--- src/rtl/cpu_pkg.sv ---
// Shared definitions for the 4-bit accumulator CPU.
// Holds the data width, the opcode enum and the datapath source select.
package cpu_pkg;

    localparam int WIDTH = 4;

    typedef enum logic [3:0] {
        OP_ADD_A  = 4'b0000,
        OP_MOV_AB = 4'b0001,
        OP_IN_A   = 4'b0010,
        OP_MOV_AI = 4'b0011,
        OP_MOV_BA = 4'b0100,
        OP_ADD_B  = 4'b0101,
        OP_IN_B   = 4'b0110,
        OP_MOV_BI = 4'b0111,
        OP_OUT_B  = 4'b1001,
        OP_OUT_I  = 4'b1011,
        OP_JNC    = 4'b1110,
        OP_JMP    = 4'b1111
    } opcode_e;

    typedef enum logic [1:0] {
        SRC_A,
        SRC_B,
        SRC_SW,
        SRC_ZERO
    } src_e;

endpackage

--- src/rtl/cpu_if.sv ---
// Board-side bus of the CPU: ROM instruction fields, switch input,
// ROM address and LED output. master = CPU, slave = ROM/board.
interface cpu_if;
    import cpu_pkg::*;

    logic [3:0]       opecode;
    logic [WIDTH-1:0] imm;
    logic [WIDTH-1:0] switch;
    logic [WIDTH-1:0] addr;
    logic [WIDTH-1:0] led;

    modport master (
        input  opecode,
        input  imm,
        input  switch,
        output addr,
        output led
    );

    modport slave (
        output opecode,
        output imm,
        output switch,
        input  addr,
        input  led
    );

endinterface

--- src/rtl/cpu_alu_add.sv ---
// 4-bit adder with carry-out used as the CPU's only datapath element.
// Ports: a, b (operands), sum (low 4 bits), cout (bit 4 of the sum).
module alu_add
    import cpu_pkg::*;
(
    input  logic [WIDTH-1:0] a,
    input  logic [WIDTH-1:0] b,
    output logic [WIDTH-1:0] sum,
    output logic             cout
);

    logic [WIDTH:0] full;

    assign full = {1'b0, a} + {1'b0, b};
    assign sum  = full[WIDTH-1:0];
    assign cout = full[WIDTH];

endmodule

--- src/rtl/cpu.sv ---
// Single-cycle 4-bit CPU: registers A, B, OUT, PC and carry flag C.
// Ports: clk, n_rst (async active-low), bus (cpu_if.master).
module cpu
    import cpu_pkg::*;
(
    input  logic  clk,
    input  logic  n_rst,
    cpu_if.master bus
);

    logic [WIDTH-1:0] reg_a;
    logic [WIDTH-1:0] reg_b;
    logic [WIDTH-1:0] reg_out;
    logic [WIDTH-1:0] pc;
    logic             carry;

    src_e             src_sel;
    logic             ld_a;
    logic             ld_b;
    logic             ld_out;
    logic             jump;
    logic [WIDTH-1:0] src;
    logic [WIDTH-1:0] sum;
    logic             cout;

    // Undefined opcodes fall to the default: nothing loads, and the
    // zero source keeps the adder carry (and so C) at 0.
    always_comb begin
        src_sel = SRC_ZERO;
        ld_a    = 1'b0;
        ld_b    = 1'b0;
        ld_out  = 1'b0;
        jump    = 1'b0;
        case (opcode_e'(bus.opecode))
            OP_ADD_A: begin
                src_sel = SRC_A;
                ld_a    = 1'b1;
            end
            OP_MOV_AB: begin
                src_sel = SRC_B;
                ld_a    = 1'b1;
            end
            OP_IN_A: begin
                src_sel = SRC_SW;
                ld_a    = 1'b1;
            end
            OP_MOV_AI: begin
                ld_a    = 1'b1;
            end
            OP_MOV_BA: begin
                src_sel = SRC_A;
                ld_b    = 1'b1;
            end
            OP_ADD_B: begin
                src_sel = SRC_B;
                ld_b    = 1'b1;
            end
            OP_IN_B: begin
                src_sel = SRC_SW;
                ld_b    = 1'b1;
            end
            OP_MOV_BI: begin
                ld_b    = 1'b1;
            end
            OP_OUT_B: begin
                src_sel = SRC_B;
                ld_out  = 1'b1;
            end
            OP_OUT_I: begin
                ld_out  = 1'b1;
            end
            // JNC looks at the flag left by the previous instruction.
            OP_JNC: begin
                jump    = ~carry;
            end
            OP_JMP: begin
                jump    = 1'b1;
            end
            default: begin
                src_sel = SRC_ZERO;
            end
        endcase
    end

    always_comb begin
        src = '0;
        case (src_sel)
            SRC_A:    src = reg_a;
            SRC_B:    src = reg_b;
            SRC_SW:   src = bus.switch;
            default:  src = '0;
        endcase
    end

    alu_add u_alu (
        .a    (src),
        .b    (bus.imm),
        .sum  (sum),
        .cout (cout)
    );

    always_ff @(posedge clk or negedge n_rst) begin
        if (!n_rst) begin
            reg_a   <= '0;
            reg_b   <= '0;
            reg_out <= '0;
            pc      <= '0;
            carry   <= 1'b0;
        end else begin
            carry <= cout;
            if (ld_a) begin
                reg_a <= sum;
            end
            if (ld_b) begin
                reg_b <= sum;
            end
            if (ld_out) begin
                reg_out <= sum;
            end
            if (jump) begin
                pc <= sum;
            end else begin
                pc <= pc + WIDTH'(1);
            end
        end
    end

    assign bus.addr = pc;
    assign bus.led  = reg_out;

endmodule

--- src/flat_wrapper.sv ---
// flat-port wrapper written by rule: the top's interface ports become plain ports
module cpu_flat import cpu_pkg::*;
  (clk, n_rst, bus_opecode, bus_imm, bus_switch, bus_addr, bus_led);
  cpu_if bus_i ();
  input  logic clk;
  input  logic n_rst;
  input wire logic [$bits(bus_i.opecode)-1:0] bus_opecode;
  input wire logic [$bits(bus_i.imm)-1:0] bus_imm;
  input wire logic [$bits(bus_i.switch)-1:0] bus_switch;
  output wire logic [$bits(bus_i.addr)-1:0] bus_addr;
  output wire logic [$bits(bus_i.led)-1:0] bus_led;
  assign bus_i.opecode = bus_opecode;
  assign bus_i.imm = bus_imm;
  assign bus_i.switch = bus_switch;
  assign bus_addr = bus_i.addr;
  assign bus_led = bus_i.led;
  cpu u_core (.clk(clk), .n_rst(n_rst), .bus(bus_i));
endmodule
--- config.mk ---
export PLATFORM = sky130hd
export DESIGN_NAME = cpu_flat
export DESIGN_NICKNAME = d
export VERILOG_FILES = /design/src/rtl/cpu_pkg.sv /design/src/rtl/cpu_if.sv /design/src/rtl/cpu_alu_add.sv /design/src/rtl/cpu.sv /design/src/flat_wrapper.sv
export SDC_FILE = /design/constraint.sdc
export NUM_CORES = 1
export LEC_CHECK = 0
export ABC_AREA = 1
export BUFFER_PORTS_ARGS = -buffer_cell sky130_fd_sc_hd__buf_2
export CORE_ASPECT_RATIO = 1.5
export CORE_MARGIN = 4
export CORE_UTILIZATION = 35
export DETAILED_ROUTE_END_ITERATION = 10
export PLACE_DENSITY = 0.67
export SETUP_SLACK_MARGIN = 0.5
export SLEW_MARGIN = 40
export SYNTH_ARGS = -nofsm -noshare
export SYNTH_HDL_FRONTEND = slang
export SYNTH_HIERARCHICAL = 1
export SYNTH_SLANG_ARGS = --single-unit
--- constraint.sdc ---
create_clock -name clk -period 4.4 [get_ports clk]
set_input_delay 0.66 -clock clk [delete_from_list [all_inputs] [get_ports clk]]
set_output_delay 0.66 -clock clk [all_outputs]
set_load 0.01 [all_outputs]
==> summary.md, run 1 <==
| Metric | Value |
|---|---|
| Period utilisation layout | `0.515` |
| Yosys warnings | `6` |
| DIE AREA | `3640 sq um` |
| Worst slew pin tran | `0.470 ns` |
| FMAX | `442 MHz` |
| Peak supply drop | `0.207 mV` |
| Setup WS post-layout | `2.14 ns` |
| Synthesized instance count | `122` |
| TNS Setup | `0 ns` |
| Worst R2R Start | `u_core/reg_a[0]$_DFFE_PN0P_` |
| Post_cts resized | `0` |
| Most frequent CP cell | `inv_1` |
| WP buf/inv | `4` |
| Multiplexer area fraction after synthesis | `0` |
| Num rows | `22` |
| Largest net degree at the start of global routing | `18` |
| Grt met3 use | `0.0287` |
| Fin. max-slew vios | `0` |
| Internal power | `0.300 mW` |
| Clk sinks | `17` |
| Synth-to-layout area growth | `17.6%` |
| DR pass1 iterations | `5` |
| H-tree levels | `1` |
| Syn nets | `142` |
| Hold crit path type | `in2async` |
| Via count | `894` |
| Root buffer cell | `clkbuf_4` |
| Dpl hpwl | `1.75 mm` |
| Sw frac | `0.368` |
| Critical Path AT | `2.48 ns` |
| R2r endpoint | `u_core/bus.led[2]$_DFFE_PN0P_` |
| Rel. slew slack | `0.685` |
| Leakage power | `0.604 nW` |
| Synth Register Bits | `17` |
| Final setup violation count | `0` |
| Flop pwr share | `0.479` |
| Max_cap viols | `0` |
| GR met1 Demand/Resource | `0.135` |
| R2R depth | `8` |
| Compound-Gate Fraction of Synth Area | `0.0827` |
| Residual DRC | `0` |
| Sw power | `0.175 mW` |
| Pre-CTS setup slack | `1.81 ns` |
| Die Wd | `50.6 um` |
| Largest family of logic cells by synthesized area | `simple AND/OR/NAND/NOR gates` |
| Hold-fix buffers at CTS | `0` |
| R2R setup slack | `2.70 ns` |
| I/O Buffers | `21` |
| Syn Area/Cell | `7.81 sq um` |
| Worst hold slack | `0.269 ns` |
| Fin crit period | `2.26 ns` |
| Max stage delay on crit path | `0.39 ns` |
| Worst-path cell chain | `buf_2, nand2_1, inv_1, nor2_1, nand2_1, nand3_1, ha_1, inv_1, fa_1, xnor2_1, inv_1, o21ai_0` |
| CP required | `4.61 ns` |
| Initial core utilization | `0.376` |
| Clock transition at path regs | `0.10 ns` |
| M2 GR Usage | `0.230` |
| Layout cells sized above 1 | `0.186` |
| Detail Route Antenna Nets | `0` |
| Synth cell types | `18` |
| DR WL/cell | `11.9 um` |
| Max Clock Skew | `0.00751 ns` |
| Initial antenna violation count | `0` |
| Comb pwr share | `0.346` |
| Critical path depth in cells | `12` |
| Global-route wire length before repair | `3.54 mm` |
| CTS Buf Count | `3` |
| Gr busiest metal | `met2` |
| RSZ-0062 raised after global routing | `no` |
| Fin nets | `166` |
| Crit path kind | `in2reg` |
| Max FO, Critical Path | `6` |
| CP startpoint kind | `primary input` |
| Filler Cells Inserted | `276` |
| Clock buffer depth | `2` |
| # diodes | `0` |
| Sequential share of the synthesized area | `0.446` |
| Iteration-0 DRC Markers | `33` |
| CP max stage cell | `fa_1` |
| Post-CTS Setup Repair Bufs | `0` |
| CP endpoint kind | `flip-flop` |
| CTS tree | `yes` |
| Num ports | `22` |
| Cell Pwr Density | `424 nW/um^2` |
| Simple-gate area share of the yosys netlist | `0.289` |
| Setup crit start | `bus_opecode[3]` |
| CP endpoint | `u_core/bus.led[2]$_DFFE_PN0P_` |
| Most frequent cells in the layout | `nand2_1 (34), buf_2 (21), inv_1 (17), dfrtp_1 (17), nand3_1 (14)` |
| Synth Area in Adders | `0.0866` |
| Clock Power Share | `0.174` |
| Routability cong. | `0.861` |
| GRT Total Usage | `0.125` |
| Overall die height | `71.9 um` |
| Commonest non-fill, non-tap cell in the layout | `nand2_1` |
| Post-Syn Area | `953 sq um` |
| DRT Wirelength | `2.15 mm` |
| Crit path max-delay family | `adder cells` |
| Status | `completed` |
| Vias per inst | `4.94` |
| Gr ovfl total | `0` |
| Clk_lat worst skew | `0.29 ns` |
| Core ar. | `2530 sq um` |
| Fin. Hold Viols | `0` |
| Number of global-route vias before repair | `884` |
| Post-Synth XOR/XNOR Area | `0.0184` |
power groups by stage:
stage | Sequential [mW] | Clock, mW | Combinational (mW)
finish | 0.228 | 0.0828 | 0.165
floorplan | 0.240 | 0 | 0.0954
detailed placement | 0.231 | 0 | 0.168
global placement | 0.229 | 0 | 0.162
global route | 0.237 | 0.0917 | 0.188
CTS | 0.228 | 0.0872 | 0.168
synthesized netlist by cell type (all sizes together):
| library cell | count | area, sq um |
|---|---|---|
| nor2 | 8 | 30.0 |
| fa | 1 | 20.0 |
| xnor2 | 1 | 8.76 |
| dfrtp | 17 | 425 |
| nand3 | 14 | 70.1 |
| a21oi | 6 | 30.0 |
| clkbuf | 1 | 5.00 |
| xor2 | 1 | 8.76 |
| buf | 1 | 5.00 |
| nand2 | 34 | 128 |
| o21ai | 9 | 48.8 |
| nor3 | 1 | 10.0 |
| ha | 5 | 62.6 |
| nand4 | 5 | 31.3 |
| inv | 17 | 63.8 |
| or2 | 1 | 6.26 |
per-stage QoR:
| stage | cells | utilization | area [sq um] | power [mW] |
|---|---|---|---|---|
| final | 181 | 0.443 | 1120 | 0.475 |
| after floorplan | 122 | - | 953 | 0.335 |
| after global placement | 177 | 0.432 | 1090 | 0.390 |
| after global routing | 181 | 0.443 | 1120 | 0.517 |
| after CTS | 181 | 0.443 | 1120 | 0.483 |
| after detailed placement | 177 | 0.432 | 1090 | 0.398 |
area by class of cell:
cell class | count | area, sq um | area share
Clock buffer | 3 | 22.5 | 0.0201
Sequential cell | 17 | 425 | 0.379
Timing Repair Buffer | 21 | 105 | 0.0937
Inverter | 17 | 63.8 | 0.0569
Clock inverter | 1 | 5.00 | 0.00446
Tap cell | 36 | 45.0 | 0.0402
Multi-Input combinational cell | 86 | 454 | 0.405
worst min-delay path by stage:
stage | startpoint | to | slack (ns) | cells past startpoint
after global placement | u_core/bus.led[1]$_DFFE_PN0P_ | u_core/bus.led[1]$_DFFE_PN0P_ | 0.46 | 2
final | n_rst | u_core/bus.led[1]$_DFFE_PN0P_ | 0.27 | 1
after detailed placement | u_core/bus.led[0]$_DFFE_PN0P_ | u_core/bus.led[0]$_DFFE_PN0P_ | 0.47 | 2
after CTS | n_rst | u_core/bus.addr[0]$_DFF_PN0_ | 0.28 | 1
after global routing | n_rst | u_core/bus.led[1]$_DFFE_PN0P_ | 0.29 | 1
after floorplan | n_rst | u_core/bus.addr[0]$_DFF_PN0_ | 0.36 | 0
per-layer routing:
metal,routed length [um],vias to the layer above,share of wire
li1,-,441,-
met1,867,406,0.40
met2,1110,39,0.51
met3,140,8,0.065
met4,34,0,0.016
met5,0,-,0
flip-flops by register name (all words and copies together), names as in the netlist:
register,flops
u_core/bus.addr,4
u_core/bus.led,4
u_core/reg_b,4
u_core/carry,1
u_core/reg_a,4
cells by family (layout without fill, tap and decap cells):
| family | count (synthesis) | in the layout |
|---|---|---|
| and+or+nand+nor | 63 | 63 |
| adders and majority gates | 6 | 6 |
| xor gates and xnor gates | 2 | 2 |
| DFF | 17 | 17 |
| AOI/OAI and AO/OA | 15 | 15 |
| buffers and inverters | 19 | 42 |
(Power assumes the default switching activity.)
==> run 2, diff against run 1 <==
Settings changed: ABC_AREA 1 to 0.
Clock period 4.4 ns to 2.16 ns, I/O delays scaled along.
==> run 2 against run 1 <==
Area after synthesis is 1.8% lower. Combinational power grew to 2.8 times the previous value. Highest routed layer unchanged. Critical endpoint is now u_core/bus.addr[3]$_DFF_PN0_. Largest cell class unchanged. First-iteration DRC count is 70% lower. Critical path depth is 5 lower.
==> summary.md, run 2 <==
| Metric | Value |
|---|---|
| GRT Total Usage | `0.127 (+0.00183)` |
| Top cells by instance count after synthesis | `dfrtp_1 (17), nand2_1 (11), mux2_2 (7)` |
| Core ar. | `2500 sq um (-1.1%)` |
| WP buf/inv | `0 (-4)` |
| # diodes | `0 (unchanged)` |
| Most frequent cells in the layout | `buf_2 (19), dfrtp_1 (17), nand2_1 (11)` |
| Leakage power | `0.612 nW (+1.3%)` |
| Syn nets | `100 (-30%)` |
| EDFF count, synth | `0 (unchanged)` |
| CP startpoint kind | `flip-flop` |
| Max Clock Skew | `0.00813 ns (+0.000621 ns)` |
| Synth top area share | `0.455 (+0.00835)` |
| Synth cell types | `25 (+7)` |
| Async SR Flop Fraction | `1.00 (unchanged)` |
| Critical Path AT | `1.99 ns (-0.49 ns)` |
| H-tree levels | `1 (unchanged)` |
| Clock buffer depth | `2 (unchanged)` |
| Synth-to-layout area growth | `31.3%` |
| Detail Route Antenna Nets | `0 (unchanged)` |
| FMAX | `549 MHz` |
| RSZ-0062 raised after global routing | `yes` |
| Fin crit period | `1.82 ns` |
| Final setup violation count | `0 (unchanged)` |
| CP max stage cell | `dfrtp_1` |
| Yosys warnings | `6 (unchanged)` |
| Gr ovfl total | `0 (unchanged)` |
| I/O Buffers | `21 (unchanged)` |
| Layout Utilization | `0.491 (+0.0478)` |
| Cell Pwr Density | `918 nW/um^2 (+120%)` |
| Clk_lat worst skew | `0.29 ns (about the same)` |
| DRT Wirelength | `1.99 mm (-7.3%)` |
| Die Wd | `50.2 um (-0.78%)` |
| Global-route wire length before repair | `3.39 mm (-4.3%)` |
| Commonest non-fill, non-tap cell in the layout | `buf_2` |
| Largest net degree at the start of global routing | `18 (unchanged)` |
| CP endpoint kind | `flip-flop` |
| Fin nets | `130 (-22%)` |
| Number of global-route vias before repair | `730 (-17%)` |
| Placed Cells | `138 (-22%)` |
| CP required | `2.33 ns (-2.28 ns)` |
| Sequential share of the synthesized area | `0.455 (+0.00835)` |
| Rel. slew slack | `0.705 (+0.0197)` |
| Fin. max-slew vios | `0 (unchanged)` |
| Num ports | `22 (unchanged)` |
| DR pass1 iterations | `4 (-1)` |
| Worst-path cell chain | `mux2i_1, o2bb2ai_2, ha_1, a21o_1, a21oi_2, xnor2_2, mux2_4` |
| DR WL/cell | `13.7 um (+16%)` |
| Num rows | `22 (unchanged)` |
| Filler Cells Inserted | `229 (-17%)` |
| Crit path max-delay family | `multiplexers` |
| Most common cell in the netlist | `dfrtp_1` |
| Status | `completed` |
| Vias per inst | `4.65 (-5.9%)` |
| Max_cap viols | `0 (unchanged)` |
| Iteration-0 DRC Markers | `10 (-70%)` |
| Worst hold slack | `0.352 ns (+0.0831 ns)` |
| DIE AREA | `3580 sq um (-1.6%)` |
| Max stage delay on crit path | `0.38 ns (about the same)` |
| Peak supply drop | `0.556 mV (+170%)` |
| Root buffer cell | `clkbuf_4` |
| Hold crit path type | `in2reg` |
| Via count | `674 (-25%)` |
| Clk sinks | `17 (unchanged)` |
| Initial core utilization | `0.374 (-0.00286)` |
| Synthesized instance count | `80 (-34%)` |
| Synth Register Bits | `17 (unchanged)` |
| Routability cong. | `0.769 (-11%)` |
| Synth area leaders | `dfrtp_1 (45%), mux2_2 (8.4%), ha_1 (6.7%)` |
| Crit path kind | `reg2reg` |
| Layout cells sized above 1 | `0.486 (+0.300)` |
| Initial antenna violation count | `0 (unchanged)` |
| Max FO, Critical Path | `4 (-2)` |
| Worst slew pin tran | `0.441 ns (-0.0295 ns)` |
| Fin. Hold Viols | `0 (unchanged)` |
| Post-Syn Area | `936 sq um (-1.8%)` |
| Period utilisation layout | `0.843` |
| Clock transition at path regs | `0.10 ns (about the same)` |
| CTS tree | `yes` |
| Non-Filler Instances | `145 (-20%)` |
| Cell taking the most area after synthesis | `dfrtp_1` |
| Residual DRC | `0 (unchanged)` |
| CTS Buf Count | `3 (unchanged)` |
| Syn Area/Cell | `11.7 sq um (+50%)` |
| Overall die height | `71.3 um (-0.82%)` |
| Main synth FF type | `dfrtp_1` |
| Dpl hpwl | `1.59 mm (-9.0%)` |
## run 2: worst paths after layout
check                           slack, ns                           end  cells past startpoint                        start
worst min register to register       0.51   u_core/reg_b[0]$_DFFE_PN0P_                      2  u_core/reg_b[0]$_DFFE_PN0P_
max in group asynchronous            1.40   u_core/reg_b[3]$_DFFE_PN0P_                      2                        n_rst
worst max-delay path                 0.34  u_core/bus.addr[3]$_DFF_PN0_                      7  u_core/reg_a[1]$_DFFE_PN0P_
worst max register to register       0.34  u_core/bus.addr[3]$_DFF_PN0_                      7  u_core/reg_a[1]$_DFFE_PN0P_
worst min-delay path                 0.35        u_core/carry$_DFF_PN0_                      3                   bus_imm[3]
min in group asynchronous            0.48  u_core/bus.addr[2]$_DFF_PN0_                      2                        n_rst
## run 2: worst min-delay path, stage by stage
cell	delay (ns)
buf_2	0.08
ha_1	0.12
nand2b_1	0.09
## run 2: area by class of cell
type	count	area (sq um)	area share
inverters	6	22.5	0.0183
well taps	36	45.0	0.0367
repair buffers	26	170	0.138
multi-input cells	56	539	0.439
flip-flops and latches	17	425	0.346
clock buffers	4	26.3	0.0214
## run 2: kinds of logic after synthesis
family	after synthesis	synth area share
muxes	15	0.186
DFF	17	0.455
AOI/OAI and AO/OA	11	0.0949
and+or+nand+nor	20	0.107
adders and majority gates	6	0.0882
buffers and inverters	7	0.0321
xor gates and xnor gates	4	0.0374
## run 2: repair_timing
| item | CTS | global route |
|---|---|---|
| pin swaps | 6 | 3 |
| gates cloned | 0 | 0 |
| resized for setup | 10 | 2 |
| hold buffers | 1 | 0 |
| hold endpoints to repair | 17 | 0 |
| buffers inserted | 1 | 1 |
| endpoints found under the setup margin | 11 | 11 |
## run 2: power by group
group | switching [mW] | internal, mW | leakage, nW
sequential | 0.0718 | 0.428 | 0.204
combinational | 0.201 | 0.259 | 0.393
clock | 0.0965 | 0.0717 | 0.0150
## run 2: stage by stage
stage	setup slack [ns]	total power [mW]	cell area, sq um	TNS [ns]
final	0.340	1.13	1230	0
after global placement	0.0289	0.928	1130	0
after floorplan	0.240	0.795	986	0
after detailed placement	-0.0153	0.946	1130	-0.0279
after CTS	0.339	1.13	1210	0
after global routing	0.254	1.22	1230	0
## run 2: layer usage
metal | global-route usage | part of all wire | routed length [um] | up-vias
met4 | 0.0738 | 0.012 | 24 | 0
li1 | - | - | - | 329
met5 | 0 | 0 | 0 | -
met2 | 0.215 | 0.55 | 1100 | 13
met1 | 0.142 | 0.39 | 782 | 330
met3 | 0.0312 | 0.042 | 83 | 2
==> run 3, diff against run 2 <==
Settings changed: PLACE_DENSITY 0.67 to 0.69.
Clock period 2.16 ns to 1.5 ns, I/O delays scaled along.
==> run 3 against run 2 <==
Largest power group is now combinational cells. Non-clock buffer count rose by 13. Combinational power rose by 72%. Design area rose by 6.7%. Via count rose by 14%. Clock-buffer cell count did not move. Sequential share of layout area fell by 2.2 points. The flow now finishes with violations (negative setup slack). Final cell count rose by 9.0%.
==> summary.md, run 3 (synthesis results as in run 2) <==
| Metric | Value |
|---|---|
| Vias per inst | `4.87 (+4.8%)` |
| Dpl hpwl | `1.73 mm (+8.9%)` |
| Worst hold slack | `0.254 ns (-0.0985 ns)` |
| Fin. max-slew vios | `0 (unchanged)` |
| Clock transition at path regs | `0.10 ns (about the same)` |
| Initial antenna violation count | `0 (unchanged)` |
| Setup WS post-layout | `-0.349 ns (-0.689 ns)` |
| Detail Route Antenna Nets | `0 (unchanged)` |
| Num rows | `22 (unchanged)` |
| Clk_lat worst skew | `0.28 ns (about the same)` |
| DP Area | `1210 sq um (+7.0%)` |
| R2r endpoint | `u_core/bus.addr[3]$_DFF_PN0_` |
| Layout cells sized above 1 | `0.549 (+0.0629)` |
| CTS tree | `yes` |
| Largest net degree at the start of global routing | `18 (unchanged)` |
| DR pass1 iterations | `4 (unchanged)` |
| Worst R2R Start | `u_core/reg_a[1]$_DFFE_PN0P_` |
| Clock buffer depth | `2 (unchanged)` |
| Fin. Hold Viols | `0 (unchanged)` |
| Routability cong. | `0.855 (+11%)` |
| Num ports | `22 (unchanged)` |
| Layout Utilization | `0.523 (+0.0330)` |
| Finished Cell Area | `1310 sq um (+6.7%)` |
| TNS Setup | `-3.36 ns (-3.36 ns)` |
| Core ar. | `2500 sq um (unchanged)` |
| Max FO, Critical Path | `4 (unchanged)` |
| CTS Buf Count | `3 (unchanged)` |
| Fin crit period | `1.85 ns (+0.0285 ns)` |
| Hold crit path type | `in2reg` |
| R2R depth | `7 (unchanged)` |
| Iteration-0 DRC Markers | `24 (+14)` |
| Cell Pwr Density | `1330 nW/um^2 (+45%)` |
| FMAX | `541 MHz (-1.5%)` |
| Most frequent cells in the layout | `buf_2 (21), dfrtp_1 (17), buf_4 (16)` |
| Peak supply drop | `0.955 mV (+72%)` |
| Root buffer cell | `clkbuf_4` |
| DIE AREA | `3580 sq um (unchanged)` |
| Global-route wire length before repair | `3.56 mm (+5.1%)` |
| I/O Buffers | `21 (unchanged)` |
| Worst hold path startpoint | `bus_imm[3]` |
| Crit path kind | `reg2reg` |
| Max stage delay on crit path | `0.40 ns (+0.02 ns)` |
| WHS Path Cells | `3 (unchanged)` |
| Period utilisation layout | `1.23 (+0.390)` |
| Gr ovfl total | `0 (unchanged)` |
| Residual DRC | `0 (unchanged)` |
| Via count | `770 (+14%)` |
| Worst-path cell chain | `mux2i_1, o2bb2ai_2, ha_1, a21o_1, a21oi_2, xnor2_2, mux2_4` |
| Critical Path AT | `2.03 ns (+0.04 ns)` |
| R2R setup slack | `-0.35 ns (-0.69 ns)` |
| Status | `complete, but fails checks` |
| PnR Total Power | `1.75 mW (+55%)` |
| Max_cap viols | `0 (unchanged)` |
| Leakage power | `0.674 nW (+10%)` |
| Overall die height | `71.3 um (unchanged)` |
| Clk sinks | `17 (unchanged)` |
| Worst Hold End | `u_core/carry$_DFF_PN0_` |
| CP max stage cell | `dfrtp_1` |
| CP startpoint kind | `flip-flop` |
| Commonest non-fill, non-tap cell in the layout | `buf_2` |
| DR WL/cell | `14.2 um (+3.7%)` |
| RSZ-0062 raised after global routing | `yes` |
| Number of global-route vias before repair | `771 (+5.6%)` |
| Failing checks | `negative setup slack` |
| H-tree levels | `1 (unchanged)` |
| Synth-to-layout area growth | `40.1%` |
| CP required | `1.68 ns (-0.65 ns)` |
| Rel. slew slack | `0.740 (+0.0350)` |
| GRT Total Usage | `0.132 (+0.00432)` |
| Final setup violation count | `13 (+13)` |
| # diodes | `0 (unchanged)` |
| Initial core utilization | `0.374 (unchanged)` |
| Max Clock Skew | `0.00115 ns (-0.00698 ns)` |
| Filler Cells Inserted | `228 (-0.44%)` |
| Worst slew pin tran | `0.390 ns (-0.0508 ns)` |
| CP endpoint kind | `flip-flop` |
| Die Wd | `50.2 um (unchanged)` |
| Fin nets | `143 (+10%)` |
| DRT Wirelength | `2.25 mm (+13%)` |
## run 3: stage by stage
stage | setup WS [ns] | instances
after floorplan | -0.321 | 80
after global placement | -0.537 | 148
after detailed placement | -0.543 | 148
after CTS | -0.319 | 156
after global routing | -0.360 | 158
final | -0.349 | 158
## run 3: cell type report
class | count | area (sq um) | area share
Tap cell | 36 | 45.0 | 0.0344
Sequential cell | 17 | 425 | 0.324
Inverter | 6 | 22.5 | 0.0172
Clock buffer | 4 | 26.3 | 0.0200
Multi-Input combinational cell | 56 | 546 | 0.416
Timing Repair Buffer | 39 | 246 | 0.188
## run 3: worst max-delay path by stage
stage / start / end / depth (start not counted)
2_1_floorplan: bus_opecode[1] / u_core/bus.addr[1]$_DFF_PN0_ / 8
3_3_place_gp: bus_opecode[0] / u_core/bus.addr[2]$_DFF_PN0_ / 9
3_5_place_dp: bus_opecode[0] / u_core/bus.addr[2]$_DFF_PN0_ / 9
4_1_cts: u_core/reg_a[1]$_DFFE_PN0P_ / u_core/bus.addr[3]$_DFF_PN0_ / 7
5_1_grt: u_core/reg_a[1]$_DFFE_PN0P_ / u_core/bus.addr[3]$_DFF_PN0_ / 7
6_report: u_core/reg_a[1]$_DFFE_PN0P_ / u_core/bus.addr[3]$_DFF_PN0_ / 7
## run 3: what timing repair did
| item | in CTS | in global routing |
|---|---|---|
| buffers inserted | 3 | 2 |
| endpoints found under the setup margin | 25 | 25 |
| gates cloned | 0 | 0 |
| resized for setup | 2 | 4 |
| hold endpoints to repair | 17 | 0 |
| hold buffers | 1 | 0 |
| pin swaps | 1 | 2 |
## run 3: critical path, delay by kind of cell (launching register included)
family / cells / cell delay (ns)
AOI/OAI and AO/OA: 3 / 0.46
xor gates and xnor gates: 1 / 0.13
adders and majority gates: 1 / 0.31
DFF: 1 / 0.40
muxes: 2 / 0.45
## run 3: report_power, final
part	switching, mW	leakage, nW	internal, mW
Sequential	0.0969	0.204	0.617
Combinational	0.330	0.455	0.462
Clock	0.140	0.0150	0.103
Total	0.566	0.674	1.18
## run 3: metal layers
layer  GRT usage  up-vias  share of wire
li1            -      360              -
met1       0.157      378           0.41
met2       0.222       28           0.52
met3      0.0249        4          0.055
met4      0.0646        0          0.013
met5           0        -              0
